### src/rtl/traffic_pkg.sv
// Shared types and helpers for the intersection phase scheduler:
// state encodings, approach indices, lamp codes, round-robin pick and lamp decode.
package traffic_pkg;

    typedef enum logic [1:0] {
        IDLE   = 2'd0,
        GREEN  = 2'd1,
        YELLOW = 2'd2,
        ALLRED = 2'd3
    } state_t;

    localparam logic [1:0] IDX_NS = 2'd0;
    localparam logic [1:0] IDX_SN = 2'd1;
    localparam logic [1:0] IDX_EW = 2'd2;
    localparam logic [1:0] IDX_WE = 2'd3;

    localparam logic [2:0] LAMP_RED = 3'b100;
    localparam logic [2:0] LAMP_YEL = 3'b010;
    localparam logic [2:0] LAMP_GRN = 3'b001;

    // First requesting index at or after last+1, wrapping; last itself is tried last.
    function automatic logic [1:0] rr_pick(input logic [3:0] req, input logic [1:0] last);
        logic [1:0] idx;
        rr_pick = last;
        for (int k = 4; k >= 1; k--) begin
            idx = last + 2'(k);
            if (req[idx]) rr_pick = idx;
        end
    endfunction

    function automatic logic [11:0] lamp_drive(input state_t st, input logic [1:0] g);
        lamp_drive = {4{LAMP_RED}};
        if (st == GREEN)  lamp_drive[3*int'(g) +: 3] = LAMP_GRN;
        if (st == YELLOW) lamp_drive[3*int'(g) +: 3] = LAMP_YEL;
    endfunction

endpackage

### src/rtl/traffic_phase_sched_bcd_counter4.sv
// Four-digit BCD event counter that saturates at 9999 instead of wrapping.
module bcd_counter4 (
    input  logic        clock,
    input  logic        reset,
    input  logic        inc,
    output logic [15:0] count
);

    logic [15:0] count_q, count_d;
    logic        carry;

    always_comb begin
        count_d = count_q;
        carry   = inc && (count_q != 16'h9999);
        for (int d = 0; d < 4; d++) begin
            if (carry) begin
                if (count_q[4*d +: 4] == 4'd9) begin
                    count_d[4*d +: 4] = 4'd0;
                end else begin
                    count_d[4*d +: 4] = count_q[4*d +: 4] + 4'd1;
                    carry = 1'b0;
                end
            end
        end
    end

    always_ff @(posedge clock or posedge reset) begin
        if (reset) count_q <= 16'h0000;
        else       count_q <= count_d;
    end

    assign count = count_q;

endmodule

### src/rtl/traffic_phase_sched.sv
// Round-robin green/yellow/all-red scheduler for four approaches with BCD arrival counts.
// Optional emergency preemption is compiled in when PREEMPT_EN is defined.
module traffic_phase_sched
    import traffic_pkg::*;
#(
    parameter int GREEN_MIN = 5,
    parameter int GREEN_MAX = 20,
    parameter int YELLOW_T  = 3,
    parameter int ALLRED_T  = 1,
    parameter int TW        = 8
) (
    input  logic        clock,
    input  logic        reset,
    input  logic        tick,
    input  logic [3:0]  car_det,
`ifdef PREEMPT_EN
    input  logic        preempt_valid,
    input  logic [1:0]  preempt_idx,
`endif
    output logic [11:0] light,
    output logic [1:0]  grant,
    output logic        busy,
    output logic [15:0] ns_count,
    output logic [15:0] sn_count,
    output logic [15:0] ew_count,
    output logic [15:0] we_count
);

    localparam logic [TW:0] GMIN_C = (TW+1)'(GREEN_MIN);
    localparam logic [TW:0] GMAX_C = (TW+1)'(GREEN_MAX);
    localparam logic [TW:0] YEL_C  = (TW+1)'(YELLOW_T);
    localparam logic [TW:0] AR_C   = (TW+1)'(ALLRED_T);

    state_t          state_q, state_d;
    logic [1:0]      grant_q, grant_d;
    logic [TW-1:0]   timer_q, timer_d;
    logic [3:0]      pend_q, pend_d;
    logic [3:0]      sync1_q, sync2_q, sync3_q;
    logic [11:0]     light_q;
    logic            busy_q;
    logic [3:0]      arr, green_mask;
    logic [TW:0]     t_inc;
    logic            other_pend, pv;
    logic [1:0]      pidx;

`ifdef PREEMPT_EN
    assign pv   = preempt_valid;
    assign pidx = preempt_idx;
`else
    assign pv   = 1'b0;
    assign pidx = 2'd0;
`endif

    assign arr = sync2_q & ~sync3_q;

    always_comb begin
        state_d    = state_q;
        grant_d    = grant_q;
        timer_d    = timer_q;
        t_inc      = {1'b0, timer_q} + {{TW{1'b0}}, 1'b1};
        other_pend = |(pend_q & ~(4'b0001 << grant_q));
        unique case (state_q)
            IDLE: begin
                if (pv) begin
                    state_d = GREEN;
                    grant_d = pidx;
                end else if (|pend_q) begin
                    state_d = GREEN;
                    grant_d = rr_pick(pend_q, grant_q);
                end
            end
            GREEN: begin
                if (pv) begin
                    if (tick && pidx != grant_q) state_d = YELLOW;
                end else if (tick && other_pend && (t_inc >= GMIN_C || t_inc >= GMAX_C)) begin
                    state_d = YELLOW;
                end
            end
            YELLOW: if (tick && t_inc == YEL_C) state_d = ALLRED;
            ALLRED: begin
                if (tick && t_inc == AR_C) begin
                    if (pv) begin
                        state_d = GREEN;
                        grant_d = pidx;
                    end else if (|pend_q) begin
                        state_d = GREEN;
                        grant_d = rr_pick(pend_q, grant_q);
                    end else begin
                        state_d = IDLE;
                    end
                end
            end
            default: state_d = IDLE;
        endcase

        // Arrivals on the green approach count but never request service again.
        green_mask = (state_q == GREEN) ? (4'b0001 << grant_q) : 4'b0000;
        pend_d     = pend_q | (arr & ~green_mask);
        if (state_d == GREEN && state_q != GREEN) pend_d[grant_d] = 1'b0;

        if (state_d != state_q)            timer_d = '0;
        else if (tick && timer_q != '1)    timer_d = timer_q + 1'b1;
    end

    always_ff @(posedge clock or posedge reset) begin
        if (reset) begin
            state_q <= IDLE;
            grant_q <= 2'd0;
            timer_q <= '0;
            pend_q  <= 4'b0000;
            sync1_q <= 4'b0000;
            sync2_q <= 4'b0000;
            sync3_q <= 4'b0000;
            light_q <= {4{LAMP_RED}};
            busy_q  <= 1'b0;
        end else begin
            state_q <= state_d;
            grant_q <= grant_d;
            timer_q <= timer_d;
            pend_q  <= pend_d;
            sync1_q <= car_det;
            sync2_q <= sync1_q;
            sync3_q <= sync2_q;
            light_q <= lamp_drive(state_d, grant_d);
            busy_q  <= (state_d == GREEN) || (state_d == YELLOW);
        end
    end

    assign light = light_q;
    assign grant = grant_q;
    assign busy  = busy_q;

    bcd_counter4 u_ns (.clock(clock), .reset(reset), .inc(arr[IDX_NS]), .count(ns_count));
    bcd_counter4 u_sn (.clock(clock), .reset(reset), .inc(arr[IDX_SN]), .count(sn_count));
    bcd_counter4 u_ew (.clock(clock), .reset(reset), .inc(arr[IDX_EW]), .count(ew_count));
    bcd_counter4 u_we (.clock(clock), .reset(reset), .inc(arr[IDX_WE]), .count(we_count));

endmodule
### config.mk
export PLATFORM = sky130hd
export DESIGN_NAME = traffic_phase_sched
export DESIGN_NICKNAME = d
export VERILOG_FILES = /design/src/rtl/traffic_pkg.sv /design/src/rtl/traffic_phase_sched_bcd_counter4.sv /design/src/rtl/traffic_phase_sched.sv
export SDC_FILE = /design/constraint.sdc
export NUM_CORES = 1
export LEC_CHECK = 0
export CORE_ASPECT_RATIO = 0.75
export CORE_MARGIN = 2
export CORE_UTILIZATION = 40
export CTS_CLUSTER_DIAMETER = 200
export CTS_CLUSTER_SIZE = 25
export DETAILED_ROUTE_END_ITERATION = 10
export GPL_ROUTABILITY_DRIVEN = 0
export PLACE_DENSITY = 0.66
export SLEW_MARGIN = 10
export SYNTH_ARGS = -nofsm -noshare
export SYNTH_HDL_FRONTEND = slang
export SYNTH_SLANG_ARGS = --single-unit
export TNS_END_PERCENT = 1
### constraint.sdc
create_clock -name clock -period 5.9 [get_ports clock]
set_input_delay 1.18 -clock clock [delete_from_list [all_inputs] [get_ports clock]]
set_output_delay 1.18 -clock clock [all_outputs]
set_load 0.005 [all_outputs]
## Word-level counts from Yosys, hierarchy flattened

Index checks and enable logic that the tools add are counted.

| storage, ports and cells | value |
|---|---|
| flip-flop bits (word level) | 105 |

| cells by class | value |
|---|---|
| reductions and logical operators | 17 |
| magnitude comparators | 7 |
| mux-type cells | 67 |
| bitwise operators | 12 |
| eq/ne operators | 30 |
| shift-type cells | 4 |
| multiply operators | 1 |
| $add $sub $neg | 22 |

Operators with widths:

| kind | count |
|---|---|
| $mux W4 | 18 |
| $shiftx A3 B33 Y12 const A | 2 |
| $add A4 B1 Y4 const B | 16 |
| $eq A4 B4 Y1 const B | 16 |
| $ne A16 B16 Y1 const B | 4 |
| $neg A4 Y33 | 1 |
| $shift A3 B33 Y12 const A | 1 |
| $mux W1 | 29 |
| $mux W12 | 2 |
| $not A4 Y4 | 5 |
| $mux W2 | 9 |
| $and A4 B4 Y4 | 4 |
| $mux W8 | 2 |
| $bwmux W12 | 1 |
| $lt A2 B3 Y1 const B | 4 |
| $logic_and A1 B1 Y1 | 11 |
| $add A8 B1 Y9 const B | 1 |
| $eq A9 B1 Y1 const B | 1 |
| $eq A9 B2 Y1 const B | 1 |
| $ge A9 B3 Y1 const B | 1 |
| $ge A9 B5 Y1 const B | 1 |
| $add A8 B1 Y8 const B | 1 |
| $and A8 B8 Y8 | 1 |
| $ne A8 B8 Y1 const B | 1 |
| other kinds (18) | 27 |

## Logic depth before layout (Yosys ltp)

Gate-level depths: netlist (run 1).

| logic depth | value |
|---|---|
| depth after elaboration | 17 |
| gate-level depth with buffers | 14 |

## Hierarchy

From an unflattened synthesis (run 1), not the netlist that was laid out.

| unflattened totals | value |
|---|---|
| cell total of the unflattened synthesis | 560 |
| area, all modules | 5,791.8 um^2 |

By module, submodules not included:

| module | area each (um^2) | times used | cells each |
|---|---|---|---|
| bcd_counter4 | 870.8 | 4 | 84 |
| traffic_phase_sched | 2,308.5 | 1 | 224 |

## Least setup slack after synthesis (run 1)

OpenSTA, ideal clock, no wires.

| timing | value |
|---|---|
| path type | input to register |
| start point | input port tick |
| end point | register pend_q[1] |
| path slack | 2.721 ns |
| stages on the path | 10 |
| data required time | 5.769 ns |
| data arrival time | 3.048 ns |
| path through | o21a_1 -> buf_2 -> nand3_1 -> or2_4 -> a21o_1 -> a211oi_1 -> o22a_1 -> ha_1 -> nor2b_1 -> a31oi_1 |

| on the way | value |
|---|---|
| longest elaborated chain between the ends | 10 |
| elaborated cells between the ends (all ways) | 20 |
| those cells by class | 2 x order compare; 1 x eq/ne; 9 x mux; 2 x bitwise; 6 x reduce/logical |

RTL lines:

| element | line | text |
|---|---|---|
| from (decl) | traffic_phase_sched.sv:14 | `input logic tick,` |
| $logic_and A1 B1 Y1 | traffic_phase_sched.sv:81 | `if (tick && t_inc == AR_C) begin` |
| $mux W2 | traffic_phase_sched.sv:81 |  |
| $pmux W2 S2 | traffic_phase_sched.sv:62 | `unique case (state_q)` |
| $lt A2 B3 Y1 (not written as such) or $ge A2 B1 Y1 (tied branches) | traffic_phase_sched.sv:99 | `if (state_d == GREEN && state_q != GREEN) pend_d[grant_d] = 1'b0;` |
| $logic_and A1 B1 Y1 (not written as such) | traffic_phase_sched.sv:99 |  |
| $mux W1 (not written as such) | traffic_phase_sched.sv:99 |  |
| $demux W1 S2 | traffic_phase_sched.sv:99 |  |
| $not A4 Y4 (no line) | - |  |
| $and A4 B4 Y4 (no line) | - |  |
| $mux W4 * | traffic_phase_sched.sv:99 |  |
| net pend_d[1] | traffic_phase_sched.sv:37 | `logic [3:0] pend_q, pend_d;` |
| to (signal assigned) | traffic_phase_sched.sv:120 | `pend_q <= pend_d;` |
| to (decl) | traffic_phase_sched.sv:37 |  |

Mark *: on every way through the listed nets, which the timed path passes. The rest lies on a longest branch.
A chain may end at the register's enable or synchronous reset.

## Worst setup path after layout (run 1)

Same ends and word-level chain as after synthesis.

==> metrics.txt, run 1 <==
status=finished clean; Routed Antenna Nets=0; HP Class=flip-flop to flip-flop; Lkg Pwr=approximately 2.8 nW; die footprint=between 0.01 and 0.015 mm^2; Worst Hold End=sync2_q[0]$_DFF_PP0_; largest net degree at the start of global routing=67; most common cell in the netlist=dfrtp_1; Peak supply drop=around 0.25 mV; Worst-Margin Slew=between 0.8 and 0.9 ns; CTS sink count=roughly 110; fin crit period=approximately 3.8 ns; EDFF count, synth=0; area of the multi-input gates=between 0.002 and 0.003 mm^2; asr flop ratio synth=100.0%; hold buffers post-CTS=0; setup violators final=0; Initial Util=41.27%; startpoint types=input pin; layout cells sized above 1=between 8 and 9%; Final nets=roughly 640; largest cells by area after synthesis=dfrtp_1 47%, xnor2_1 4.5%, nand2_1 4.0%; critical path required time=between 6 and 7 ns; CTS max path bufs=2; Cell variety after synth=74; all-layer global routing usage=16.32%; DR WL/cell=about 14 um; DRC=0; peak fanout along the critical path=8; pwr/cell area=between 300 and 400 mW/mm^2; global route overflow=0; global-route wire length before repair=between 15 and 20 mm; hold_sp=sync1_q[0]$_DFF_PP0_; Die X-Extent=about 140 um; Psw=between 0.8 and 0.9 mW; Die Y=about 100 um; nature of the critical path endpoint=flip-flop; number of cell rows=36; Num CTS Buffers=9; number of DRC markers in iteration 0=145; Avg Vias per Cell=between 5 and 6; total power=around 2.5 mW; FF-to-FF Start=timer_q[0]$_DFFE_PP0P_; fin. max-slew vios=0; ant diodes=0; Final Non-Filler Cells=792; Seq cells post-synth=about 110; Post CTS Setup Buffer Count=0; yosys warns=0; syn_nets=552; Yosys top cell area share=between 40 and 50%; cell count after synthesis=between 500 and 600; Filler cells=between 1000 and 1500; clk_lat worst skew=approximately 0.35 ns; Flop pwr share=between 40% and 50%; vias=~4100; Setup TNS=0 ns; Clk network pwr share=a little over a quarter; crit path DAT=around 4.0 ns; vias in the first global route=between 4000 and 5000; cts repair resizes=0; root buffer cell=clkbuf_16; Port Buffers=85; Synth top cells by count=101 x dfrtp_1, 58 x nand2_1, 32 x inv_1; Placeable Area=around 0.013 mm^2; P&R area growth vs syn=24.80%; Storage cell area=about 0.0026 mm^2; Max-slew headroom=between 40% and 50%; fin crit share=64.11%; final hold viol count=0; Synth Flop Type=dfrtp_1; P_int=between 1.5 and 2 mW; antenna violations before repair=0; R2R Path End=pend_q[1]$_DFF_PP0_; dominant cell type by area after synthesis=dfrtp_1; Sw Ratio=around 34%; Max Cap Violations=0; setup slack, reg-to-reg=about 2.6 ns; CP Class=input pin to flip-flop; First-pass DRT Iterations=4; dpl hpwl=~8.3 mm; path depth of the worst reg2reg path=11; Avg Synthesized Cell Area=a little over 10 um^2; CTS tree=done; post-synthesis cell area=0.005409 mm^2; H-Tree Depth=3; FMAX=between 0.2 and 0.3 GHz; Clk pin slew, worst setup/hold paths=~0.070 ns; unrepaired setup endpoints after global routing=false; Ports=86; Hold Path Cell Cnt=0; Worst Clk Skew=between 0.007 and 0.008 ns; overall routed net length=between 10 and 15 mm; DP Cell Count=approximately 780; combinational power share=between 30 and 40%; sequential share of the synthesized area=about half
==> sequential cells by signal, indices dropped and copies added, names as in the netlist <==
signal and cells:
state_q 2, u_sn.count 16, u_we.count 16, timer_q 8, light 12, busy 1
pend_q 4, u_ew.count 16, grant 2, sync1_q 4, sync2_q 4, u_ns.count 16
sync3_q 4
==> worst max-delay path, stage by stage <==
cell	delay [ns]
clkdlybuf4s50_1	0.53
o21a_1	0.33
nand3_1	0.23
or2_4	0.30
a21o_1	0.22
a211oi_1	0.34
o22a_1	0.19
ha_1	0.25
nor2b_1	0.30
a31oi_1	0.12
==> how the worst max path moves through the flow <==
stage	startpoint	endpoint	cells after the start
detailed placement	tick	pend_q[1]$_DFF_PP0_	10
floorplan	reset	busy$_DFF_PP0_	1
global placement	tick	pend_q[1]$_DFF_PP0_	10
global route	tick	light[6]$_DFF_PP0_	11
CTS	tick	pend_q[1]$_DFF_PP0_	10
finish	tick	pend_q[1]$_DFF_PP0_	10
==> cell families after synthesis <==
group | share of synthesized area, %
buffers and inverters | 3.470
muxes | 2.614
and+or+nand+nor | 22.14
AOI/OAI and AO/OA | 13.46
DFF | 48.67
adders and majority gates | 3.007
xor gates and xnor gates | 6.639
==> placed cells by master, fill, tap and decap left out, drive strengths merged, types with 3 or more instances in the layout <==
| master | netlist | final |
|---|---|---|
| or2 | 5 | 5 |
| inv | 33 | 34 |
| dfrtp | 101 | 101 |
| xnor2 | 28 | 28 |
| a21o | 8 | 8 |
| xor2 | 13 | 13 |
| nor3 | 20 | 20 |
| nand2 | 58 | 58 |
| nand4 | 4 | 4 |
| nand3 | 16 | 16 |
| clkbuf | 5 | 10 |
| or4 | 4 | 4 |
| nor4bb | 5 | 5 |
| nor2 | 31 | 31 |
| nand2b | 12 | 12 |
| ha | 13 | 13 |
| dfstp | 4 | 4 |
| a22o | 5 | 5 |
| a21oi | 21 | 21 |
| a211oi | 3 | 3 |
| o21ai | 30 | 30 |
| o22ai | 4 | 4 |
| nor2b | 17 | 17 |
| mux2 | 7 | 7 |
| a31oi | 4 | 4 |
| and2 | 4 | 4 |
| mux2i | 4 | 4 |
| and3 | 5 | 5 |
| nor3b | 16 | 16 |
| clkdlybuf4s50 | 0 | 85 |
==> final cells by class <==
type	instances	area share (%)
flip-flops and latches	105	39.00
inverters	33	1.909
repair buffers	86	12.72
multi-input cells	381	38.35
clock inverters	6	1.316
well taps	171	3.170
clock buffers	10	3.540
==> metal layers <==
layer | up-vias | global-route usage, % | part of all wire, %
li1 | 2023 | - | -
met1 | 2011 | 22.96 | 50
met2 | 101 | 24.79 | 43
met3 | 10 | 5.225 | 5.5
met4 | 0 | 3.499 | 0.99
met5 | - | 0 | 0
==> per-stage QoR <==
stage / cell area [um^2] / hold slack, ns / setup slack (ns) / util [%]
final: 6750 / 0.3483 / 2.117 / 51.50
after global routing: 6750 / 0.3580 / 1.925 / 51.50
after CTS: 6750 / 0.3520 / 2.149 / 51.50
after detailed placement: 6422 / 0.3358 / 1.797 / 49.00
after global placement: 6422 / 0.3334 / 1.901 / 49.00
after floorplan: 5409 / 0.3312 / 1.966 / -
==> power groups by stage <==
stage / registers, mW / clock network [mW] / logic (mW)
floorplan: 0.976 / 0 / 0.523
global placement: 1.02 / 0 / 0.785
detailed placement: 1.02 / 0 / 0.805
CTS: 1.01 / 0.673 / 0.810
global route: 1.03 / 0.709 / 0.890
finish: 1.01 / 0.659 / 0.807
Note: power is estimated with default switching activity, not from simulation.
==> inputs of run 2 (changes only) <==
- clock period: 5.9 -> 3.6 ns (I/O delays scaled with it)
==> metrics.txt, run 2 (synthesis results as in run 1) <==
status=finished clean; dpl hpwl=8.587 mm; number of DRC markers in iteration 0=approximately 150; crit path DAT=~3.5 ns; P&R area growth vs syn=25.17%; hold_sp=sync1_q[2]$_DFF_PP0_; DR WL/cell=around 15 um; CP Class=flip-flop to flip-flop; Die Y=between 100 and 150 um; combinational power share=33.5%; global route overflow=0; antenna violations before repair=0; Lkg Pwr=around 2.8 nW; critical path required time=~3.9 ns; Clk network pwr share=25.6%; Initial Util=41.27%; most frequent cells in the layout=101 x dfrtp_1, 85 x clkdlybuf4s50_1, 58 x nand2_1, 31 x nor2_1, 31 x inv_1; Port Buffers=85; Setup TNS=0 ns; Clk pin slew, worst setup/hold paths=~0.07 ns; area of the multi-input gates=0.002589 mm^2; HP Class=flip-flop to flip-flop; fin crit share=88.69%; fin crit period=~3.2 ns; Peak supply drop=~0.36 mV; Worst Hold End=sync2_q[2]$_DFF_PP0_; Storage cell area=0.002633 mm^2; clk_lat worst skew=approximately 0.34 ns; vias in the first global route=just over 4000; Max Cap Violations=0; layout cells sized above 1=between 8 and 9%; P_int=between 2 and 3 mW; CTS max path bufs=2; unrepaired setup endpoints after global routing=false; H-Tree Depth=3; nature of the critical path endpoint=flip-flop; Max-slew headroom=between 40 and 50%; fin. max-slew vios=0; CTS sink count=roughly 110; setup violators final=0; Die X-Extent=about 140 um; number of cell rows=36; all-layer global routing usage=approximately 17%; die footprint=0.01448 mm^2; Worst-Margin Slew=0.7998 ns; Routed Antenna Nets=0; Worst Clk Skew=around 0.0090 ns; hold buffers post-CTS=0; Num CTS Buffers=9; Placeable Area=~0.013 mm^2; Hold Path Cell Cnt=0; FMAX=between 0.3 and 0.4 GHz; overall routed net length=about 12 mm; root buffer cell=clkbuf_16; Ports=86; peak fanout along the critical path=6; CTS tree=done; total power=between 4 and 5 mW; pwr/cell area=598.7 mW/mm^2; Avg Vias per Cell=~5.3; path depth of the worst reg2reg path=12; startpoint types=flip-flop; setup slack, reg-to-reg=between 0.4 and 0.5 ns; largest net degree at the start of global routing=51; vias=approximately 4200; cts repair resizes=0; DRC=0; Final nets=639; Flop pwr share=between 40 and 50%; most common cell after layout, fill and taps aside=dfrtp_1; First-pass DRT Iterations=5; ant diodes=0; global-route wire length before repair=around 20 mm; Filler cells=around 1200; Post CTS Setup Buffer Count=0; final hold viol count=0; FF-to-FF Start=timer_q[0]$_DFFE_PP0P_; Psw=1.404 mW; R2R Path End=light[0]$_DFF_PP0_; Sw Ratio=between 30% and 40%
-- run 2: how the worst max path moves through the flow --
| stage | start | endpoint | slack (ns) | cells past startpoint |
|---|---|---|---|---|
| after floorplan | reset | busy$_DFF_PP0_ | 0.13 | 1 |
| after global routing | grant[0]$_DFF_PP0_ | light[6]$_DFF_PP0_ | 0.08 | 13 |
| after global placement | tick | light[0]$_DFF_PP0_ | 0.35 | 11 |
| after CTS | timer_q[0]$_DFFE_PP0P_ | light[6]$_DFF_PP0_ | 0.41 | 12 |
| final | timer_q[0]$_DFFE_PP0P_ | light[0]$_DFF_PP0_ | 0.41 | 12 |
| after detailed placement | tick | light[6]$_DFF_PP0_ | 0.26 | 11 |
-- run 2: critical path: stages (launching register included) --
cell     delay (ns)
dfrtp_1        0.43
inv_1          0.11
ha_1           0.33
o311a_1        0.32
or4_1          0.46
a21o_1         0.22
a41oi_1        0.21
nor2_1         0.07
or2_2          0.31
ha_1           0.24
inv_1          0.15
nand2_1        0.12
nor3_1         0.13
-- run 2: area by class of cell --
type,count,area share (%)
timing repair buffer,89,13.20
clock inverter,5,0.8871
multi-input combinational,381,38.24
inverter,33,1.904
tap,171,3.160
clock buffer,11,3.733
sequential,105,38.88
-- run 2: routing by layer --
layer / wire, um / GRT usage, % / vias to the layer above
met4: 117 / 4.738 / 0
li1: - / - / 2036
met5: 0 / 0 / -
met2: 5292 / 25.11 / 109
met1: 5830 / 24.23 / 2032
met3: 697 / 4.766 / 12
-- run 2: per-stage QoR --
stage / cells / instance area, um^2 / util (%) / worst slack [ns] / hold WS (ns)
final: 795 / 6770 / 51.65 / 0.4071 / 0.3532
after detailed placement: 779 / 6457 / 49.27 / 0.2557 / 0.3379
after floorplan: 532 / 5409 / - / 0.1261 / 0.3312
after global placement: 779 / 6457 / 49.27 / 0.3530 / 0.3339
after CTS: 795 / 6770 / 51.65 / 0.4110 / 0.3550
after global routing: 795 / 6770 / 51.65 / 0.08460 / 0.3653
-- run 2: power by group through the flow --
stage | clock, mW | sequential (mW) | combinational, mW
6_report | 1.04 | 1.66 | 1.36
5_1_grt | 1.12 | 1.71 | 1.50
4_1_cts | 1.07 | 1.66 | 1.36
3_5_place_dp | 0 | 1.68 | 1.35
3_3_place_gp | 0 | 1.67 | 1.31
2_1_floorplan | 0 | 1.60 | 0.857
==> inputs of run 3 (changes only) <==
- CELL_PAD_IN_SITES_DETAIL_PLACEMENT: not set -> 1
- CELL_PAD_IN_SITES_GLOBAL_PLACEMENT: not set -> 1
- HOLD_SLACK_MARGIN: not set -> 0.08
- PLACE_DENSITY: 0.66 -> 0.81
==> metrics.txt, run 3 (synthesis results as in run 1) <==
Psw=about 1.4 mW; Clk pin slew, worst setup/hold paths=around 0.070 ns; Final nets=637; Sw Ratio=a little over a third; startpoint types=flip-flop; number of DRC markers in iteration 0=around 150; H-Tree Depth=3; global route overflow=0; Worst Clk Skew=0.01029 ns; most common cell after layout, fill and taps aside=dfrtp_1; CP Class=flip-flop to flip-flop; all-layer global routing usage=around a fifth; fin. max-slew vios=0; Placeable Area=between 0.01 and 0.015 mm^2; Die X-Extent=roughly 140 um; number of cell rows=36; DR WL/cell=roughly 16 um; Lkg Pwr=approximately 2.8 nW; fin crit share=slightly above 90%; pwr/cell area=~590 mW/mm^2; peak fanout along the critical path=6; Final Non-Filler Cells=approximately 790; vias=between 4000 and 5000; clk_lat worst skew=between 0.3 and 0.4 ns; FMAX=0.3039 GHz; total power=roughly 4 mW; global-route wire length before repair=approximately 22 mm; P&R area growth vs syn=23.94%; dpl hpwl=roughly 9.4 mm; overall routed net length=roughly 13 mm; most frequent cells in the layout=101 x dfrtp_1, 85 x clkdlybuf4s50_1, 58 x nand2_1, 31 x nor2_1, 31 x inv_1; area of the multi-input gates=around 0.0026 mm^2; DP Cell Count=~780; P_int=between 2 and 3 mW; Flop pwr share=a little over two fifths; DRC=0; First-pass DRT Iterations=4; Max Cap Violations=0; nature of the critical path endpoint=flip-flop; setup violators final=0; Max-slew headroom=46.18%; hold buffers post-CTS=0; Storage cell area=~0.0026 mm^2; cts repair resizes=0; Routed Antenna Nets=0; CTS tree=done; root buffer cell=clkbuf_16; Avg Vias per Cell=~5.3; Post CTS Setup Buffer Count=0; final hold viol count=0; Peak supply drop=around 0.33 mV; setup slack, reg-to-reg=slightly above 0.3 ns; layout cells sized above 1=under 10%; Port Buffers=85; Setup TNS=0 ns; WHS=about 0.35 ns; Worst-Margin Slew=roughly 0.8 ns; combinational power share=34.7%; largest net degree at the start of global routing=55; vias in the first global route=between 4000 and 5000; HP Class=flip-flop to flip-flop; antenna violations before repair=0; status=finished clean; crit path DAT=about 3.6 ns; die footprint=between 0.01 and 0.015 mm^2; Num CTS Buffers=9; CTS sink count=105; Clk network pwr share=between 20% and 30%; Ports=86; unrepaired setup endpoints after global routing=false; fin crit period=3.290 ns; Die Y=around 100 um; critical path required time=3.86 ns; Filler cells=roughly 1500; Initial Util=about two fifths; CTS max path bufs=2; ant diodes=0
[run 3: cell types whose count changed in the layout (fill, tap and decap cells not counted)]
| cell | change |
|---|---|
| buf_4 | -2 |
| bufinv_16 | -1 |
| clkbuf_1 | +1 |
| clkbuf_8 | -1 |
| clkinv_2 | +1 |
| clkinv_4 | +1 |
| clkinvlp_4 | -1 |
| inv_6 | -2 |
[run 3: path summary, 6_finish.rpt]
path | start | endpoint | cells after the start
max | timer_q[0]$_DFFE_PP0P_ | light[6]$_DFF_PP0_ | 12
min | sync1_q[1]$_DFF_PP0_ | sync2_q[1]$_DFF_PP0_ | 0
max reg2reg | timer_q[0]$_DFFE_PP0P_ | light[6]$_DFF_PP0_ | 12
min reg2reg | sync1_q[1]$_DFF_PP0_ | sync2_q[1]$_DFF_PP0_ | 0
max in group asynchronous | reset | light[2]$_DFF_PP1_ | 3
min in group asynchronous | reset | u_we.count[7]$_DFFE_PP0P_ | 2
[run 3: per-stage QoR]
stage                     area [um^2]  setup WS [ns]  util, %
final                            6704         0.3097    51.15
after global routing             6704        0.05027    51.15
after floorplan                  5409         0.1261        -
after global placement           6442         0.2499    49.15
after CTS                        6704         0.2923    51.15
after detailed placement         6442         0.1378    49.15
[run 3: layout make-up]
class	instances	area share, %
clock buffer	11	3.621
clock inverter	3	0.2800
inverter	33	1.922
multi-input combinational	381	38.62
sequential	105	39.27
tap	171	3.191
timing repair buffer	87	13.10
[run 3: power by group through the flow]
stage / sequential, mW / clock, mW / combinational [mW]
detailed placement: 1.68 / 0 / 1.36
global placement: 1.66 / 0 / 1.30
CTS: 1.66 / 0.934 / 1.38
floorplan: 1.60 / 0 / 0.857
finish: 1.66 / 0.908 / 1.36
global route: 1.71 / 0.982 / 1.51
[run 3: worst max-delay path, stage by stage, from the launching register on]
cell     delay (ns)
dfrtp_1        0.44
ha_1           0.28
or2_2          0.33
o311a_1        0.13
or4_1          0.48
a21o_1         0.22
a41oi_1        0.20
nor2_1         0.08
or2_2          0.31
ha_1           0.23
inv_1          0.18
nand2_1        0.15
nor3_1         0.17
[run 3: metal layers]
| metal | global-route usage, % | wire length (um) | up-vias |
|---|---|---|---|
| li1 | - | - | 2022 |
| met1 | 25.14 | 6385 | 2095 |
| met2 | 29.60 | 5848 | 81 |
| met3 | 5.500 | 705 | 9 |
| met4 | 4.738 | 108 | 0 |
| met5 | 0 | 0 | - |
